--- src/rtl/msrv32_lsu_bus_ctrl_if.sv ---
// Data-memory request/acknowledge bus between the MSRV32 load/store unit and memory.
interface msrv32_lsu_bus_ctrl_if;
  logic        dmem_req_out;
  logic        dmem_we_out;
  logic [31:0] dmem_addr_out;
  logic [31:0] dmem_wdata_out;
  logic [3:0]  dmem_wr_mask_out;
  logic        dmem_ack_in;
  logic [31:0] dmem_rdata_in;

  modport master (
    output dmem_req_out, dmem_we_out, dmem_addr_out, dmem_wdata_out, dmem_wr_mask_out,
    input  dmem_ack_in, dmem_rdata_in
  );

  modport slave (
    input  dmem_req_out, dmem_we_out, dmem_addr_out, dmem_wdata_out, dmem_wr_mask_out,
    output dmem_ack_in, dmem_rdata_in
  );
endinterface

--- src/rtl/msrv32_lsu_bus_ctrl.sv ---
// MSRV32 load/store bus controller: one outstanding request, stalls the pipeline until ack.
// Optional bus timeout is enabled by defining MSRV32_LSU_TIMEOUT_EN.
module msrv32_lsu_bus_ctrl #(
  parameter int unsigned TIMEOUT_CYCLES = 16
) (
  input  logic                         ms_risc32_mp_clk_in,
  input  logic                         ms_risc32_mp_rst_in,
  input  logic                         mem_req_in,
  input  logic                         mem_we_in,
  input  logic [1:0]                   load_size_in,
  input  logic                         load_unsigned_in,
  input  logic [31:0]                  addr_in,
  input  logic [31:0]                  store_data_in,
  input  logic                         flush_in,
  msrv32_lsu_bus_ctrl_if.master        dmem,
  output logic                         stall_out,
  output logic [31:0]                  lsu_data_out,
  output logic                         lsu_valid_out,
  output logic                         misaligned_out,
  output logic                         bus_err_out
);

  typedef enum logic {S_IDLE = 1'b0, S_BUSY = 1'b1} state_t;

  state_t      r_state;
  state_t      w_next_state;
  logic        r_we;
  logic [1:0]  r_size;
  logic        r_unsigned;
  logic [1:0]  r_off;
  logic [31:0] r_addr;
  logic [31:0] r_wdata;
  logic [3:0]  r_mask;

  logic        w_misaligned;
  logic        w_accept;
  logic        w_mis_evt;
  logic        w_done;
  logic        w_timeout;

  function automatic logic [3:0] f_store_mask(input logic [1:0] size, input logic [1:0] off);
    case (size)
      2'b00:   f_store_mask = 4'b0001 << off;
      2'b01:   f_store_mask = off[1] ? 4'b1100 : 4'b0011;
      default: f_store_mask = 4'b1111;
    endcase
  endfunction

  function automatic logic [31:0] f_store_lanes(input logic [1:0] size, input logic [31:0] d);
    case (size)
      2'b00:   f_store_lanes = {4{d[7:0]}};
      2'b01:   f_store_lanes = {2{d[15:0]}};
      default: f_store_lanes = d;
    endcase
  endfunction

  function automatic logic [31:0] f_load_extract(input logic [1:0] size, input logic uns,
                                                 input logic [1:0] off, input logic [31:0] rdata);
    logic [7:0]  b;
    logic [15:0] h;
    b = rdata[{off, 3'b000} +: 8];
    h = rdata[{off[1], 4'b0000} +: 16];
    case (size)
      2'b00:   f_load_extract = uns ? {24'h000000, b} : {{24{b[7]}}, b};
      2'b01:   f_load_extract = uns ? {16'h0000, h} : {{16{h[15]}}, h};
      default: f_load_extract = rdata;
    endcase
  endfunction

  assign w_misaligned = ((load_size_in == 2'b01) & addr_in[0]) |
                        (load_size_in[1] & (addr_in[1:0] != 2'b00));
  assign w_accept     = (r_state == S_IDLE) & mem_req_in & ~flush_in & ~w_misaligned;
  assign w_mis_evt    = (r_state == S_IDLE) & mem_req_in & ~flush_in & w_misaligned;
  assign w_done       = (r_state == S_BUSY) & dmem.dmem_ack_in;

`ifdef MSRV32_LSU_TIMEOUT_EN
  localparam int unsigned CNT_W = $clog2(TIMEOUT_CYCLES + 1);
  logic [CNT_W-1:0] r_cnt;

  // Counts BUSY cycles without ack; an ack on the expiring cycle still wins.
  always_ff @(posedge ms_risc32_mp_clk_in or posedge ms_risc32_mp_rst_in) begin
    if (ms_risc32_mp_rst_in) begin
      r_cnt <= '0;
    end else if (w_accept) begin
      r_cnt <= '0;
    end else if ((r_state == S_BUSY) && !dmem.dmem_ack_in) begin
      r_cnt <= r_cnt + CNT_W'(1);
    end else begin
      r_cnt <= r_cnt;
    end
  end

  assign w_timeout = (r_state == S_BUSY) & ~dmem.dmem_ack_in &
                     (r_cnt == CNT_W'(TIMEOUT_CYCLES - 1));
`else
  assign w_timeout = 1'b0;
`endif

  // State register
  always_ff @(posedge ms_risc32_mp_clk_in or posedge ms_risc32_mp_rst_in) begin
    if (ms_risc32_mp_rst_in) begin
      r_state <= S_IDLE;
    end else begin
      r_state <= w_next_state;
    end
  end

  // Next-state logic
  always_comb begin
    w_next_state = r_state;
    case (r_state)
      S_IDLE: begin
        if (w_accept) w_next_state = S_BUSY;
        else          w_next_state = S_IDLE;
      end
      S_BUSY: begin
        if (w_done || w_timeout) w_next_state = S_IDLE;
        else                     w_next_state = S_BUSY;
      end
      default: w_next_state = S_IDLE;
    endcase
  end

  // FSM outputs; request follows the state register so reset drops it at once
  always_comb begin
    stall_out         = w_accept | ((r_state == S_BUSY) & ~dmem.dmem_ack_in & ~w_timeout);
    dmem.dmem_req_out = (r_state == S_BUSY);
  end

  assign dmem.dmem_we_out      = r_we;
  assign dmem.dmem_addr_out    = r_addr;
  assign dmem.dmem_wdata_out   = r_wdata;
  assign dmem.dmem_wr_mask_out = r_mask;

  // Request capture, load return data and status pulses
  always_ff @(posedge ms_risc32_mp_clk_in or posedge ms_risc32_mp_rst_in) begin
    if (ms_risc32_mp_rst_in) begin
      r_we           <= 1'b0;
      r_size         <= 2'b00;
      r_unsigned     <= 1'b0;
      r_off          <= 2'b00;
      r_addr         <= 32'h0000_0000;
      r_wdata        <= 32'h0000_0000;
      r_mask         <= 4'b0000;
      lsu_data_out   <= 32'h0000_0000;
      lsu_valid_out  <= 1'b0;
      misaligned_out <= 1'b0;
      bus_err_out    <= 1'b0;
    end else begin
      lsu_valid_out  <= w_done & ~r_we;
      misaligned_out <= w_mis_evt;
      bus_err_out    <= w_timeout;
      if (w_accept) begin
        r_we       <= mem_we_in;
        r_size     <= load_size_in;
        r_unsigned <= load_unsigned_in;
        r_off      <= addr_in[1:0];
        r_addr     <= {addr_in[31:2], 2'b00};
        r_wdata    <= f_store_lanes(load_size_in, store_data_in);
        r_mask     <= mem_we_in ? f_store_mask(load_size_in, addr_in[1:0]) : 4'b0000;
      end
      if (w_done && !r_we) begin
        lsu_data_out <= f_load_extract(r_size, r_unsigned, r_off, dmem.dmem_rdata_in);
      end
    end
  end

endmodule

--- src/flat_wrapper.sv ---
// flat-port wrapper written by rule: the top's interface ports become plain ports
module msrv32_lsu_bus_ctrl_flat 
#(
  parameter int unsigned TIMEOUT_CYCLES = 16
)
  (ms_risc32_mp_clk_in, ms_risc32_mp_rst_in, mem_req_in, mem_we_in, load_size_in, load_unsigned_in, addr_in, store_data_in, flush_in, stall_out, lsu_data_out, lsu_valid_out, misaligned_out, bus_err_out, dmem_dmem_req_out, dmem_dmem_we_out, dmem_dmem_addr_out, dmem_dmem_wdata_out, dmem_dmem_wr_mask_out, dmem_dmem_ack_in, dmem_dmem_rdata_in);
  msrv32_lsu_bus_ctrl_if dmem_i ();
  input  logic ms_risc32_mp_clk_in;
  input  logic ms_risc32_mp_rst_in;
  input  logic mem_req_in;
  input  logic mem_we_in;
  input  logic [1:0] load_size_in;
  input  logic load_unsigned_in;
  input  logic [31:0] addr_in;
  input  logic [31:0] store_data_in;
  input  logic flush_in;
  output logic stall_out;
  output logic [31:0] lsu_data_out;
  output logic lsu_valid_out;
  output logic misaligned_out;
  output logic bus_err_out;
  output wire logic [$bits(dmem_i.dmem_req_out)-1:0] dmem_dmem_req_out;
  output wire logic [$bits(dmem_i.dmem_we_out)-1:0] dmem_dmem_we_out;
  output wire logic [$bits(dmem_i.dmem_addr_out)-1:0] dmem_dmem_addr_out;
  output wire logic [$bits(dmem_i.dmem_wdata_out)-1:0] dmem_dmem_wdata_out;
  output wire logic [$bits(dmem_i.dmem_wr_mask_out)-1:0] dmem_dmem_wr_mask_out;
  input wire logic [$bits(dmem_i.dmem_ack_in)-1:0] dmem_dmem_ack_in;
  input wire logic [$bits(dmem_i.dmem_rdata_in)-1:0] dmem_dmem_rdata_in;
  assign dmem_dmem_req_out = dmem_i.dmem_req_out;
  assign dmem_dmem_we_out = dmem_i.dmem_we_out;
  assign dmem_dmem_addr_out = dmem_i.dmem_addr_out;
  assign dmem_dmem_wdata_out = dmem_i.dmem_wdata_out;
  assign dmem_dmem_wr_mask_out = dmem_i.dmem_wr_mask_out;
  assign dmem_i.dmem_ack_in = dmem_dmem_ack_in;
  assign dmem_i.dmem_rdata_in = dmem_dmem_rdata_in;
  msrv32_lsu_bus_ctrl #(.TIMEOUT_CYCLES(TIMEOUT_CYCLES)) u_core (.ms_risc32_mp_clk_in(ms_risc32_mp_clk_in), .ms_risc32_mp_rst_in(ms_risc32_mp_rst_in), .mem_req_in(mem_req_in), .mem_we_in(mem_we_in), .load_size_in(load_size_in), .load_unsigned_in(load_unsigned_in), .addr_in(addr_in), .store_data_in(store_data_in), .flush_in(flush_in), .dmem(dmem_i), .stall_out(stall_out), .lsu_data_out(lsu_data_out), .lsu_valid_out(lsu_valid_out), .misaligned_out(misaligned_out), .bus_err_out(bus_err_out));
endmodule
--- config.mk ---
export PLATFORM = sky130hd
export DESIGN_NAME = msrv32_lsu_bus_ctrl_flat
export DESIGN_NICKNAME = d
export VERILOG_FILES = /design/src/rtl/msrv32_lsu_bus_ctrl_if.sv /design/src/rtl/msrv32_lsu_bus_ctrl.sv /design/src/flat_wrapper.sv
export SDC_FILE = /design/constraint.sdc
export NUM_CORES = 1
export LEC_CHECK = 0
export ABC_AREA = 1
export BUFFER_PORTS_ARGS = -buffer_cell sky130_fd_sc_hd__buf_4
export CAP_MARGIN = 30
export CORE_UTILIZATION = 30
export CTS_CLUSTER_DIAMETER = 80
export DETAILED_ROUTE_END_ITERATION = 8
export GPL_ROUTABILITY_DRIVEN = 0
export PLACE_DENSITY = 0.66
export REMOVE_ABC_BUFFERS = 1
export SLEW_MARGIN = 10
export SYNTH_ARGS = -nofsm -noshare
export SYNTH_HDL_FRONTEND = slang
export SYNTH_SLANG_ARGS = --single-unit
--- constraint.sdc ---
create_clock -name ms_risc32_mp_clk_in -period 6.25 [get_ports ms_risc32_mp_clk_in]
set_input_delay 0.3125 -clock ms_risc32_mp_clk_in [delete_from_list [all_inputs] [get_ports ms_risc32_mp_clk_in]]
set_output_delay 0.3125 -clock ms_risc32_mp_clk_in [all_outputs]
set_load 0.02 [all_outputs]
### Word level (Yosys, flattened, before mapping)

Index checks and enable logic that the tools add are counted.
Widths: inputs -> output; s select.

| storage, ports and cells | value |
|---|---|
| logic and storage cells | 47 |
| output and inout port bits | 106 |
| input port bits | 105 |
| flip-flop bits (word level) | 107 |

| operators by class | value |
|---|---|
| reduce and logical (&&, ||, !) cells | 5 |
| muxes and demuxes | 10 |
| shifts and indexed selects | 3 |
| bitwise operators | 16 |
| equal/unequal tests | 2 |

Operator list:

| kind | count |
|---|---|
| $pmux 32 s2 | 2 |
| $mux 32 | 2 |
| $shiftx 32x6->16 | 1 |
| $shiftx 32x6->8 | 1 |
| $and 1x1->1 | 9 |
| $mux 4 | 2 |
| $pmux 4 s2 | 1 |
| $not 1->1 | 5 |
| $eq 2x1->1 const B | 2 |
| $logic_not 2->1 | 2 |
| $shl 1x2->4 const A | 1 |
| $mux 1 | 2 |
| $or 1x1->1 | 2 |
| $pmux 1 s2 | 1 |
| $reduce_bool 2->1 | 1 |
| $logic_and 1x1->1 | 1 |
| $logic_not 1->1 | 1 |

### Logic depth before layout (Yosys ltp)

| depth | value |
|---|---|
| word-level depth | 7 |
| gate-level depth with buffers | 10 |
| mapped depth without buffers | 9 |

### Worst setup path after synthesis

Ideal clock, no wire load.

| timing | value |
|---|---|
| path type | register to output |
| start | reg u_core.r_state (netlist: u_core.dmem.dmem_req_out) |
| end | out stall_out |
| stages on the path, launching flop included | 6 |
| slack | 4.537 ns |
| data arrival time | 1.401 ns |
| path buffers | 2 |
| required time | 5.938 ns |
| cells stage by stage | dfrtp_1 nor3_1 nand2_4 buf_6 buf_6 o21ai_0 |

| on the way | value |
|---|---|
| cells in the longest elaborated chain, start to end | 5 |
| elaborated cells on any way between the ends | 6 |
| those cells by class | 6 x bitwise |

RTL lines:

| element | line | source |
|---|---|---|
| from (decl) | msrv32_lsu_bus_ctrl.sv:25 | `state_t r_state;` |
| from (signal assigned) | msrv32_lsu_bus_ctrl.sv:104 | `r_state <= w_next_state;` |
| $not 1->1 | msrv32_lsu_bus_ctrl.sv:72 | `assign w_accept = (r_state == S_IDLE) & mem_req_in & ~flush_in & ~w_misaligned;` |
| $and 1x1->1 (3 in a row) | msrv32_lsu_bus_ctrl.sv:72 |  |
| $or 1x1->1 * | msrv32_lsu_bus_ctrl.sv:126 | `stall_out = w_accept \| ((r_state == S_BUSY) & ~dmem.dmem_ack_in & ~w_timeout);` |
| to (decl) | flat_wrapper.sv:17 | `output logic stall_out;` |

Every way passes the cells marked *; elsewhere a longest branch is shown, timed or not.

### Final worst setup path

| timing | value |
|---|---|
| start | reg u_core.r_size[1] |
| end | reg u_core.lsu_data_out[30] |

| on the way | value |
|---|---|
| cells in the longest elaborated chain, start to end | 2 |
| elaborated cells on any way between the ends | 3 |
| those cells by class | 1 x eq/ne; 1 x mux; 1 x reduce/logical |

RTL lines:

| element | line | source |
|---|---|---|
| from (decl) | msrv32_lsu_bus_ctrl.sv:28 | `logic [1:0] r_size;` |
| from (signal assigned) | msrv32_lsu_bus_ctrl.sv:155 | `r_size <= load_size_in;` |
| $eq 2x1->1 / $logic_not 2->1 (equally long branches) | msrv32_lsu_bus_ctrl.sv:63 | `case (size)` |
| $pmux 32 s2 * | msrv32_lsu_bus_ctrl.sv:63 |  |
| to (signal assigned) | msrv32_lsu_bus_ctrl.sv:163 | `lsu_data_out <= f_load_extract(r_size, r_unsigned, r_off, dmem.dmem_rdata_in);` |
| to (decl) | msrv32_lsu_bus_ctrl.sv:17 | `output logic [31:0] lsu_data_out,` |

Marked as above.
A chain may end at the register's enable or synchronous reset.

==> implementation parameters <==
Parameter                              Value

Die
  Total number of placement rows ... 47
  Overall die height ... 132 um
  Initial Utilization ... a little under a third
  Core area ... 0.0165 sq mm
  # IOs ... ~210
  Horiz. Die Dim ... 132 um
  Overall die area ... 0.0174 sq mm

Timing
  Final setup violating endpoints ... 0
  Maximum achievable frequency ... 0.457 GHz
  Minimum clock period after layout ... 2.19 ns
  Final period utilization ... a little over a third
  Slew margin rel. ... 39.6%
  Slew of the pin with the lowest slew margin ... 0.905 ns
  Setup Total Neg Slack ... 0 ns
  Final setup slack of the worst path ... 4.06 ns
  Number of endpoints with negative hold slack in the final report ... 0
  Final Max Slew Viols ... 0
  Fin Clk Skew ... 0.00996 ns
  RSZ-0062 raised after global routing ... no

Final layout
  Number of antenna diodes ... 0
  Sequential cell area in the final layout ... about 0.0027 sq mm
  Layout filler cell count ... 1,704
  Area growth from synthesis to layout ... 38.3%
  Cell area after layout ... 0.00701 sq mm
  Commonest cells after routing, fill and taps aside ... 290 x nand2_1, 210 x buf_4, 107 x dfrtp_1
  Leading cell type in the layout, fill and taps excluded ... nand2_1
  Filler-free cell count of the finished design ... 1,054
  Number of nets in the layout ... 934
  Ratio of cells with drive above 1 in the final layout ... 30.2%
  Total area of multi-input combinational cells ... between 0.002 and 0.0025 sq mm
  Final core utilization ... a little over two fifths

Synthesis
  Largest area contributor in the synthesized netlist ... dfrtp_1
  Synth Warn # ... 0
  Cells taking the most area after synthesis ... dfrtp_1 53%, nand2_1 21%, o21ai_0 5.6%, a21oi_1 4.5%, inv_1 2.4%
  Count of unique library cells instantiated by Yosys ... 25
  Post-synthesis instance area ... 0.00507 sq mm
  Seq/Total Area, Yosys ... 52.8%
  Average footprint of a synthesized cell ... 7.89 sq um
  Number of synthesized register bits ... 107
  Top cell type's share of synthesized area ... 52.8%
  Post-Synthesis Cells ... 643

Place
  Placement Cell Area ... 0.00668 sq mm
  HPWL after DPL ... 10,300 um
  Post-placement cell count ... 1,037
  Pre-CTS worst setup slack ... between 3 and 4 ns
  Buffers added on ports ... between 200 and 250

Global route
  Pin count of the biggest net entering global routing ... 96
  Sum of overflow across all layers after global routing ... 0
  Antenna violations before repair ... 0
  Vias in the first global route ... 4,692
  First-pass GRT wire length ... 24,300 um
  Total Routing Usage GR ... 17.7%

Detailed routing
  Routed vias ... between 4,000 and 5,000
  WL per Instance ... 14.0 um
  First-iteration detailed-routing DRC count ... 252
  Total detailed-routing wirelength ... 14,800 um
  DRC errors left ... 0
  Antenna viol nets, final ... 0
  Iteration count of the initial detailed-routing pass ... 4
  Average vias per placed instance ... ~4.5

Clocking
  TritonCTS clock tree ... yes
  Library cell used as clock root buffer ... clkbuf_16
  TritonCTS Buffers ... 9
  Postcts setup bufs ... 0
  Post-CTS resize count ... 0
  Clk_lat worst skew ... 0.36 ns
  Clock-pin slew on the worst setup and hold paths ... 0.08 ns
  Hold_buf cts ... 0
  Level count of the clock H-tree ... 3
  CTS sink count ... ~110
  Maximum buffer depth of the clock tree ... 2

Hold path
  Path category of the worst min-delay check ... in -> async

Run
  Count of max-cap constraint violations ... 0

Critical path
  Arrival time at the worst endpoint ... 2.41 ns
  WS Path Type ... reg -> reg
  Master of the slowest instance on the critical path ... dfrtp_1
  Cells traversed along the worst timing path ... buf_4 -> clkinv_2 -> nand2_4 -> nor2_1 -> nand2_1 -> nand3_2 -> nand2_4 -> a21oi_1
  Category of the worst setup path launch point ... flip-flop
  Crit-path max FO ... 27
  Most common cell on crit path ... nand2_4
  Top delay family on crit path ... flip-flops
  Kind of capture point of the worst setup path ... flip-flop
  Delay of the slowest cell on the worst path ... 0.76 ns
  Worst Path Required ... roughly 6.5 ns
  Worst path buffer plus inverter count ... 2

Pwr
  Leakage power ... between 3 and 4 nW
  Pwr Density ... 384 mW/mm^2
  Maximum vdd ir drop ... 0.161 mV

Outcome
  Run status ... finished clean
worst register-to-register path, cell delays in order (launching register included):
cell and delay, ns:
dfrtp_1 0.76, buf_4 0.41, clkinv_2 0.13, nand2_4 0.16
nor2_1 0.06, nand2_1 0.09, nand3_2 0.09, nand2_4 0.24
a21oi_1 0.12
registers in the layout (all words and copies together) (netlist names), 2 cells and up:
signal and flops:
u_core.dmem.dmem_wdata_out 32, u_core.lsu_data_out 32, u_core.dmem.dmem_addr_out 30, u_core.dmem.dmem_wr_mask_out 4, u_core.r_off 2, u_core.r_size 2
path summary, 6_finish.rpt:
| check | from | to | slack, ns | depth (start not counted) |
|---|---|---|---|---|
| min | ms_risc32_mp_rst_in | u_core.lsu_data_out[1]$_DFFE_PP0P_ | 0.09 | 2 |
| max in group asynchronous | ms_risc32_mp_rst_in | u_core.dmem.dmem_wdata_out[24]$_DFFE_PP0P_ | 5.01 | 3 |
| max | u_core.r_size[1]$_DFFE_PP0P_ | u_core.lsu_data_out[30]$_DFFE_PP0P_ | 4.06 | 8 |
| min reg2reg | u_core.dmem.dmem_addr_out[17]$_DFFE_PP0P_ | u_core.dmem.dmem_addr_out[17]$_DFFE_PP0P_ | 0.48 | 2 |
| max reg2reg | u_core.r_size[1]$_DFFE_PP0P_ | u_core.lsu_data_out[30]$_DFFE_PP0P_ | 4.06 | 8 |
| min in group ms_risc32_mp_clk_in | flush_in | u_core.misaligned_out$_DFF_PP0_ | 0.13 | 2 |
synthesized netlist by cell type, drive strengths merged:
| cell | number |
|---|---|
| nor3 | 1 |
| clkinv | 1 |
| nand3 | 14 |
| nor4 | 1 |
| o21ai | 67 |
| inv | 36 |
| clkbuf | 11 |
| buf | 27 |
| conb | 1 |
| o22a | 1 |
| a21oi | 56 |
| nor2 | 25 |
| nand2 | 295 |
| dfrtp | 107 |
layout make-up:
| cell class | instances | area share, % |
|---|---|---|
| timing repair buffer | 211 | 22.9 |
| multi-input combinational | 463 | 28.7 |
| clock buffer | 9 | 3.21 |
| inverter | 37 | 2.03 |
| tap | 220 | 3.93 |
| clock inverter | 7 | 1.09 |
| sequential | 107 | 38.2 |
where the power goes:
part           switching, W  internal [W]
registers          0.000143      0.000903
clock network      0.000294      0.000286
logic              0.000624      0.000442
total               0.00106       0.00163
stage by stage:
stage               power, W  hold slack (ns)
floorplan            0.00161            0.384
detailed placement   0.00213            0.466
finish               0.00269           0.0919
CTS                  0.00273            0.111
global route         0.00287            0.126
global placement     0.00212            0.464
routing by layer:
layer / track usage (%) / vias to the layer above / wire length [um]
li1: - / 2394 / -
met1: 22.9 / 2189 / 6560
met2: 28.1 / 182 / 6750
met3: 5.04 / 14 / 1250
met4: 6.65 / 0 / 248
met5: 0 / - / 0
cell families after synthesis:
logic type / share of synthesized area, %
flops: 52.8
compound gates: 13.2
buf+inv: 7.70
other cells: 0.0739
simple gates: 26.2
Note: power is estimated with default switching activity, not from simulation.
